**src/rtl/scan_decoder_pkg.sv**
```systemverilog
// Shared encodings and the active-low one-hot helper for the scanning select decoder.
package scan_decoder_pkg;

    localparam logic [1:0] ST_IDLE   = 2'd0;
    localparam logic [1:0] ST_SCAN   = 2'd1;
    localparam logic [1:0] ST_DIRECT = 2'd2;

    localparam logic MODE_SCAN   = 1'b0;
    localparam logic MODE_DIRECT = 1'b1;

    // Widest select vector the helper can build; bounds SEL_W at 8.
    localparam int unsigned MAX_N = 256;

    typedef enum logic [1:0] {
        S_IDLE   = ST_IDLE,
        S_SCAN   = ST_SCAN,
        S_DIRECT = ST_DIRECT
    } state_e;

    // Bit n-1-idx is low (index 0 lands on the MSB of an n-bit field); all ones if idx >= n.
    function automatic logic [MAX_N-1:0] onehot_n(input int unsigned idx, input int unsigned n);
        logic [MAX_N-1:0] one;
        one    = '0;
        one[0] = 1'b1;
        if (idx >= n) return '1;
        return ~(one << (n - 1 - idx));
    endfunction

endpackage

```
**src/rtl/scan_decoder_tick.sv**
```systemverilog
// Scan-step prescaler: counts 0..DIV-1 while run is high, tc marks the last count.
module tick_gen
    import scan_decoder_pkg::*;
#(
    parameter int DIV = 4
) (
    input  logic clk,
    input  logic rst,
    input  logic clr,
    input  logic run,
    output logic tc
);

    localparam int CW = (DIV > 1) ? $clog2(DIV) : 1;

    logic [CW-1:0] cnt_q;

    assign tc = (cnt_q == CW'(DIV - 1));

    always_ff @(posedge clk) begin
        if (rst || clr) begin
            cnt_q <= '0;
        end else if (run) begin
            cnt_q <= tc ? '0 : cnt_q + CW'(1);
        end
    end

endmodule

```
**src/rtl/scan_decoder.sv**
```systemverilog
// Registered active-low select decoder with direct and auto-scan modes.
//   state  | meaning
//   IDLE   | disabled, all selects inactive, cur_sel held
//   SCAN   | prescaled sweep of channels 0..NUM_CH-1, step_p per advance
//   DIRECT | decode sel_in with one cycle latency
module scan_decoder
    import scan_decoder_pkg::*;
#(
    parameter int SEL_W  = 3,
    parameter int NUM_CH = 8,
    parameter int DIV    = 4
) (
    input  logic                  clk,
    input  logic                  rst,
    input  logic                  en,
    input  logic                  mode,
    input  logic [SEL_W-1:0]      sel_in,
    input  logic                  blank,
    output logic [(1<<SEL_W)-1:0] out_n,
    output logic [SEL_W-1:0]      cur_sel,
    output logic                  step_p
);

    localparam int unsigned N = 1 << SEL_W;

    state_e           state_q, state_d;
    logic [N-1:0]     out_n_d;
    logic [SEL_W-1:0] sel_d;
    logic             step_d;
    logic             tick_run, tick_clr, tick_tc;
    logic [MAX_N-1:0] oh;

    tick_gen #(.DIV(DIV)) u_tick (
        .clk (clk),
        .rst (rst),
        .clr (tick_clr),
        .run (tick_run),
        .tc  (tick_tc)
    );

    always_comb begin
        state_d = state_q;
        if (!en)                      state_d = S_IDLE;
        else if (mode == MODE_DIRECT) state_d = S_DIRECT;
        else                          state_d = S_SCAN;

        // Prescaler only runs while staying in SCAN, so every entry restarts it.
        tick_run = (state_d == S_SCAN) && (state_q == S_SCAN);
        tick_clr = !tick_run;

        sel_d  = cur_sel;
        step_d = 1'b0;
        case (state_d)
            S_DIRECT: sel_d = sel_in;
            S_SCAN: begin
                if (state_q != S_SCAN) begin
                    if (32'(cur_sel) >= NUM_CH) sel_d = '0;
                end else if (tick_tc) begin
                    step_d = 1'b1;
                    sel_d  = (cur_sel == SEL_W'(NUM_CH - 1)) ? '0 : cur_sel + SEL_W'(1);
                end
            end
            default: ;
        endcase

        oh      = onehot_n(32'(sel_d), N);
        out_n_d = oh[N-1:0];
        if (state_d == S_IDLE || blank || 32'(sel_d) >= NUM_CH) out_n_d = '1;
    end

    always_ff @(posedge clk) begin
        if (rst) begin
            state_q <= S_IDLE;
            out_n   <= '1;
            cur_sel <= '0;
            step_p  <= 1'b0;
        end else begin
            state_q <= state_d;
            out_n   <= out_n_d;
            cur_sel <= sel_d;
            step_p  <= step_d;
        end
    end

endmodule

```
**config.mk**
```make
export PLATFORM = sky130hd
export DESIGN_NAME = scan_decoder
export DESIGN_NICKNAME = d
export VERILOG_FILES = /design/src/rtl/scan_decoder_pkg.sv /design/src/rtl/scan_decoder_tick.sv /design/src/rtl/scan_decoder.sv
export SDC_FILE = /design/constraint.sdc
export NUM_CORES = 1
export LEC_CHECK = 0
export BUFFER_PORTS_ARGS = -buffer_cell sky130_fd_sc_hd__buf_2
export CORE_UTILIZATION = 51
export CTS_BUF_LIST = sky130_fd_sc_hd__clkbuf_4 sky130_fd_sc_hd__clkbuf_8 sky130_fd_sc_hd__clkbuf_16
export DETAILED_ROUTE_END_ITERATION = 16
export PLACE_DENSITY = 0.86
export SLEW_MARGIN = 0
export SYNTH_ARGS = -nofsm -noshare
export SYNTH_HDL_FRONTEND = slang
export SYNTH_SLANG_ARGS = --single-unit
```
**constraint.sdc**
```tcl
create_clock -name clk -period 2.8 [get_ports clk]
set_input_delay 0.14 -clock clk [delete_from_list [all_inputs] [get_ports clk]]
set_output_delay 0.14 -clock clk [all_outputs]
set_load 0.005 [all_outputs]
```
==> report_table.html <==
<table>
<tr><th>Metric</th><th>Value</th></tr>
<tr><th colspan="2">Pwr</th></tr>
<tr><td>Post-layout power</td><td>0.000440 W</td></tr>
<tr><td>Areal power density over the cells</td><td>538 nW/um2</td></tr>
<tr><td>Sequential fraction of design power</td><td>54.0%</td></tr>
<tr><td>Switching power share of the total</td><td>24.5%</td></tr>
<tr><td>Leakage power</td><td>0.383 nW</td></tr>
<tr><td>Net switching component of the power</td><td>0.000108 W</td></tr>
<tr><td>Clock Power Share</td><td>35.7%</td></tr>
<tr><td>Max VDD drop</td><td>0.304 mV</td></tr>
<tr><td>Combinational group share of total power</td><td>10.3%</td></tr>
<tr><td>Int Pwr</td><td>0.000332 W</td></tr>
<tr><th colspan="2">Detailed routing</th></tr>
<tr><td>Via density per instance</td><td>5.66</td></tr>
<tr><td>Residual DRC count</td><td>0</td></tr>
<tr><td>Number of routed nets with antenna violations</td><td>0</td></tr>
<tr><td>Post-detailed-routing wire length</td><td>1.34 mm</td></tr>
<tr><td>DR pass1 iterations</td><td>4</td></tr>
<tr><td>Detailed-route wire length per cell</td><td>13.5 um</td></tr>
<tr><td>Total number of vias</td><td>560</td></tr>
<tr><td>Violation count after the first detailed-route iteration</td><td>15</td></tr>
<tr><th colspan="2">Timing</th></tr>
<tr><td>Final Hold Viols</td><td>0</td></tr>
<tr><td>Final critical-path share of the clock period</td><td>60.3%</td></tr>
<tr><td>Setup violations, final</td><td>0</td></tr>
<tr><td>Final worst path period need</td><td>1690 ps</td></tr>
<tr><td>Setup TNS Final</td><td>0 ps</td></tr>
<tr><td>Setup repair after global routing missed its margin</td><td>no</td></tr>
<tr><td>Measured slew at the worst slew-check pin</td><td>343 ps</td></tr>
<tr><td>Clk_skew</td><td>3.31 ps</td></tr>
<tr><td>Relative slew slack</td><td>77.1%</td></tr>
<tr><td>Max-slew violation count</td><td>0</td></tr>
<tr><td>Highest clock rate</td><td>593 MHz</td></tr>
<tr><th colspan="2">Layout</th></tr>
<tr><td>Fraction of layout instances using a drive strength above 1</td><td>36.5%</td></tr>
<tr><td>Post-layout nets</td><td>97</td></tr>
<tr><td>Filler cells</td><td>95</td></tr>
<tr><td>Register cell area after layout</td><td>320 um2</td></tr>
<tr><td>Post-route cell area</td><td>817 um2</td></tr>
<tr><td>Final core area utilization</td><td>69.8%</td></tr>
<tr><td>Area of the multi-input gates</td><td>329 um2</td></tr>
<tr><td>Synth-to-Final Area Change</td><td>19.4%</td></tr>
<tr><td># diodes</td><td>0</td></tr>
<tr><th colspan="2">Floorplan</th></tr>
<tr><td>Width of the die</td><td>38.6 um</td></tr>
<tr><td>Core Rows</td><td>12</td></tr>
<tr><td>Die boundary height</td><td>38.6 um</td></tr>
<tr><td>I/O pin cnt</td><td>20</td></tr>
<tr><td>Core Region</td><td>1170 um2</td></tr>
<tr><td>DIE AREA</td><td>1490 um2</td></tr>
<tr><td>Initial Utilization</td><td>58.4%</td></tr>
<tr><th colspan="2">GRT</th></tr>
<tr><td>Pin count of the biggest net entering global routing</td><td>15</td></tr>
<tr><td>Number of global-route vias before repair</td><td>552</td></tr>
<tr><td>Number of antenna violations at the first check in global routing</td><td>0</td></tr>
<tr><td>Wire length of the first global-routing pass</td><td>2.27 mm</td></tr>
<tr><td>Aggregate global-route resource usage</td><td>22.6%</td></tr>
<tr><td>Remaining Overflow, GRT</td><td>0</td></tr>
<tr><th colspan="2">Setup path</th></tr>
<tr><td>Setup CP Type</td><td>flip-flop to flip-flop</td></tr>
<tr><td>Endpoint kind of the worst setup timing path</td><td>flip-flop</td></tr>
<tr><td>Worst endpoint data arrival time</td><td>1860 ps</td></tr>
<tr><td>Maximum cell stage delay along the critical path</td><td>360 ps</td></tr>
<tr><td>Register-to-register setup slack</td><td>1110 ps</td></tr>
<tr><td>Reg2reg end</td><td>out_n[2]</td></tr>
<tr><td>Launch instance of the worst register-to-register path</td><td>cur_sel[0]</td></tr>
<tr><td>Critical Path Start Type</td><td>flip-flop</td></tr>
<tr><td>Maximum fanout encountered on the critical timing path</td><td>5</td></tr>
<tr><td>CP required</td><td>2980 ps</td></tr>
<tr><td>Critical-path cell with the highest stage delay</td><td>sky130_fd_sc_hd__dfxtp_1</td></tr>
<tr><td>Ordered cell list for the critical path</td><td>ha_1 -&gt; ha_1 -&gt; nand3b_1 -&gt; mux2i_4 -&gt; o2111a_2 -&gt; nand3_1</td></tr>
<tr><td>Register-to-Register Path Depth</td><td>6</td></tr>
<tr><td>Most frequent cell on the critical path</td><td>sky130_fd_sc_hd__ha_1</td></tr>
<tr><td>Largest delay share family, worst path</td><td>adder cells</td></tr>
<tr><td>Buffers plus inverters on the worst setup path</td><td>0</td></tr>
<tr><th colspan="2">Clocking</th></tr>
<tr><td>Clock tree from TritonCTS</td><td>yes</td></tr>
<tr><td>Buffer cell driving the clock tree root</td><td>sky130_fd_sc_hd__clkbuf_4</td></tr>
<tr><td>Clock latency of the later-clocked register in the worst-skew pair</td><td>300 ps</td></tr>
<tr><td>Depth of the CTS H-tree</td><td>1</td></tr>
<tr><td>Clock-pin slew of the registers on the worst-case setup and hold paths</td><td>100 ps</td></tr>
<tr><td>Number of buffers on the longest clock path</td><td>2</td></tr>
<tr><td>CTS Hold Bufs</td><td>0</td></tr>
<tr><td>Clock Sinks</td><td>16</td></tr>
<tr><td>Post-CTS Setup Inserts</td><td>0</td></tr>
<tr><td>TritonCTS Buffers</td><td>3</td></tr>
<tr><td>Resized Gates After CTS</td><td>0</td></tr>
<tr><th colspan="2">Worst hold path</th></tr>
<tr><td>Number of cells on the worst hold path</td><td>2</td></tr>
<tr><td>Worst Min Path Start</td><td>rst</td></tr>
<tr><td>Min-Delay Path Class</td><td>input pin to flip-flop</td></tr>
<tr><td>Worst-case hold path end point</td><td>cur_sel[1]</td></tr>
<tr><th colspan="2">Logic synthesis</th></tr>
<tr><td>Register bit count reported by yosys</td><td>16</td></tr>
<tr><td>Asr flop ratio synth</td><td>0%</td></tr>
<tr><td>Library cell occupying the most area in the post-synthesis netlist</td><td>sky130_fd_sc_hd__dfxtp_1</td></tr>
<tr><td>Number of cells produced by synthesis</td><td>64</td></tr>
<tr><td>Yosys top cell area share</td><td>46.8%</td></tr>
<tr><td>Area of the mapped netlist</td><td>684 um2</td></tr>
<tr><td>Count of synthesis-stage warnings from yosys</td><td>0</td></tr>
<tr><td>Number of library cell types mapped by synthesis</td><td>27</td></tr>
<tr><td>Most frequently used flop master after synthesis</td><td>sky130_fd_sc_hd__dfxtp_1</td></tr>
<tr><td>Mapped Avg Cell Area</td><td>10.7 um2</td></tr>
<tr><td>Largest cells by area after synthesis</td><td>sky130_fd_sc_hd__dfxtp_1, sky130_fd_sc_hd__nand3_1, sky130_fd_sc_hd__ha_1</td></tr>
<tr><td>Post-synth net total</td><td>75</td></tr>
<tr><td>Number of flops mapped to enable cells by yosys</td><td>0</td></tr>
<tr><td>Fraction of the yosys area taken by sequential cells</td><td>46.8%</td></tr>
<tr><th colspan="2">Outcome</th></tr>
<tr><td>Outcome</td><td>finished clean</td></tr>
<tr><th colspan="2">Place</th></tr>
<tr><td>Final estimated routing congestion in global placement</td><td>0.807</td></tr>
<tr><td>Quantity of I/O buffers inserted on ports</td><td>19</td></tr>
<tr><td>Post-place instance area</td><td>781 um2</td></tr>
<tr><td>Estimated wirelength of the detail-placed design</td><td>986 um</td></tr>
<tr><th colspan="2">Run</th></tr>
<tr><td>Number of max-cap violations</td><td>0</td></tr>
</table>
## area by class of cell
class                   count  area share, %
repair buffers             19           11.6
inverters                   5           2.30
clock buffers               4           4.44
well taps                  14           2.14
multi-input cells          41           40.3
flip-flops and latches     16           39.2
## metal layers
layer  routed length [um]  GRT usage [%]
met5                    0              0
met4                   31           12.9
met3                   70           5.20
met2                  628           36.3
met1                  609           27.3
## power groups by stage
stage | registers (W) | logic (W) | clock network (W)
floorplan | 0.000242 | 0.0000301 | 0
global placement | 0.000242 | 0.0000437 | 0
detailed placement | 0.000243 | 0.0000447 | 0
CTS | 0.000237 | 0.0000451 | 0.000156
global route | 0.000238 | 0.0000502 | 0.000163
finish | 0.000237 | 0.0000452 | 0.000157
## metrics by stage
stage	setup WS, ps	hold slack (ps)	cells
6_report	1110	77.0	99
5_1_grt	1050	98.7	99
2_1_floorplan	1260	212	64
3_5_place_dp	1140	392	95
4_1_cts	1110	82.3	99
3_3_place_gp	1200	398	95
## state kept, by name, summed over array words and instances (netlist names)
register,count
out_n,8
state_q,2
u_tick.cnt_q,2
cur_sel,3
step_p,1
## worst max-delay path by stage
stage	startpoint	to	cells past startpoint
6_report	cur_sel[0]	out_n[2]	6
5_1_grt	cur_sel[0]	out_n[0]	6
4_1_cts	cur_sel[0]	out_n[2]	6
3_5_place_dp	cur_sel[0]	out_n[2]	6
3_3_place_gp	cur_sel[0]	out_n[0]	6
2_1_floorplan	cur_sel[0]	out_n[0]	6
## cell usage after synthesis (2+ instances only)
| cell | number |
|---|---|
| sky130_fd_sc_hd__dfxtp_1 | 16 |
| sky130_fd_sc_hd__nand3b_1 | 2 |
| sky130_fd_sc_hd__nor2_1 | 5 |
| sky130_fd_sc_hd__o221a_2 | 2 |
| sky130_fd_sc_hd__and3_1 | 2 |
| sky130_fd_sc_hd__nand3_1 | 9 |
| sky130_fd_sc_hd__ha_1 | 3 |
| sky130_fd_sc_hd__nor3_1 | 2 |
| sky130_fd_sc_hd__inv_1 | 5 |
## cell families after synthesis
logic type / count (synthesis) / synth area share, %
compound gates: 7 / 11.0
mux: 2 / 4.75
fa+ha+maj: 3 / 5.49
buf+inv: 7 / 5.12
simple gates: 29 / 26.9
flops: 16 / 46.8
## cell usage in the layout, fill, tap and decap left out, drive strengths merged, types with 2 or more instances in the layout
| master | Yosys | layout |
|---|---|---|
| buf | 2 | 19 |
| dfxtp | 16 | 16 |
| nand3 | 9 | 9 |
| nor2 | 6 | 6 |
| inv | 5 | 5 |
| clkbuf | 0 | 4 |
| ha | 3 | 3 |
| nand3b | 3 | 3 |
| and3 | 2 | 2 |
| nor3 | 2 | 2 |
| o221a | 2 | 2 |
| mux2i | 2 | 2 |
| o221ai | 2 | 2 |
No activity file was read; power rests on OpenSTA's default activity.
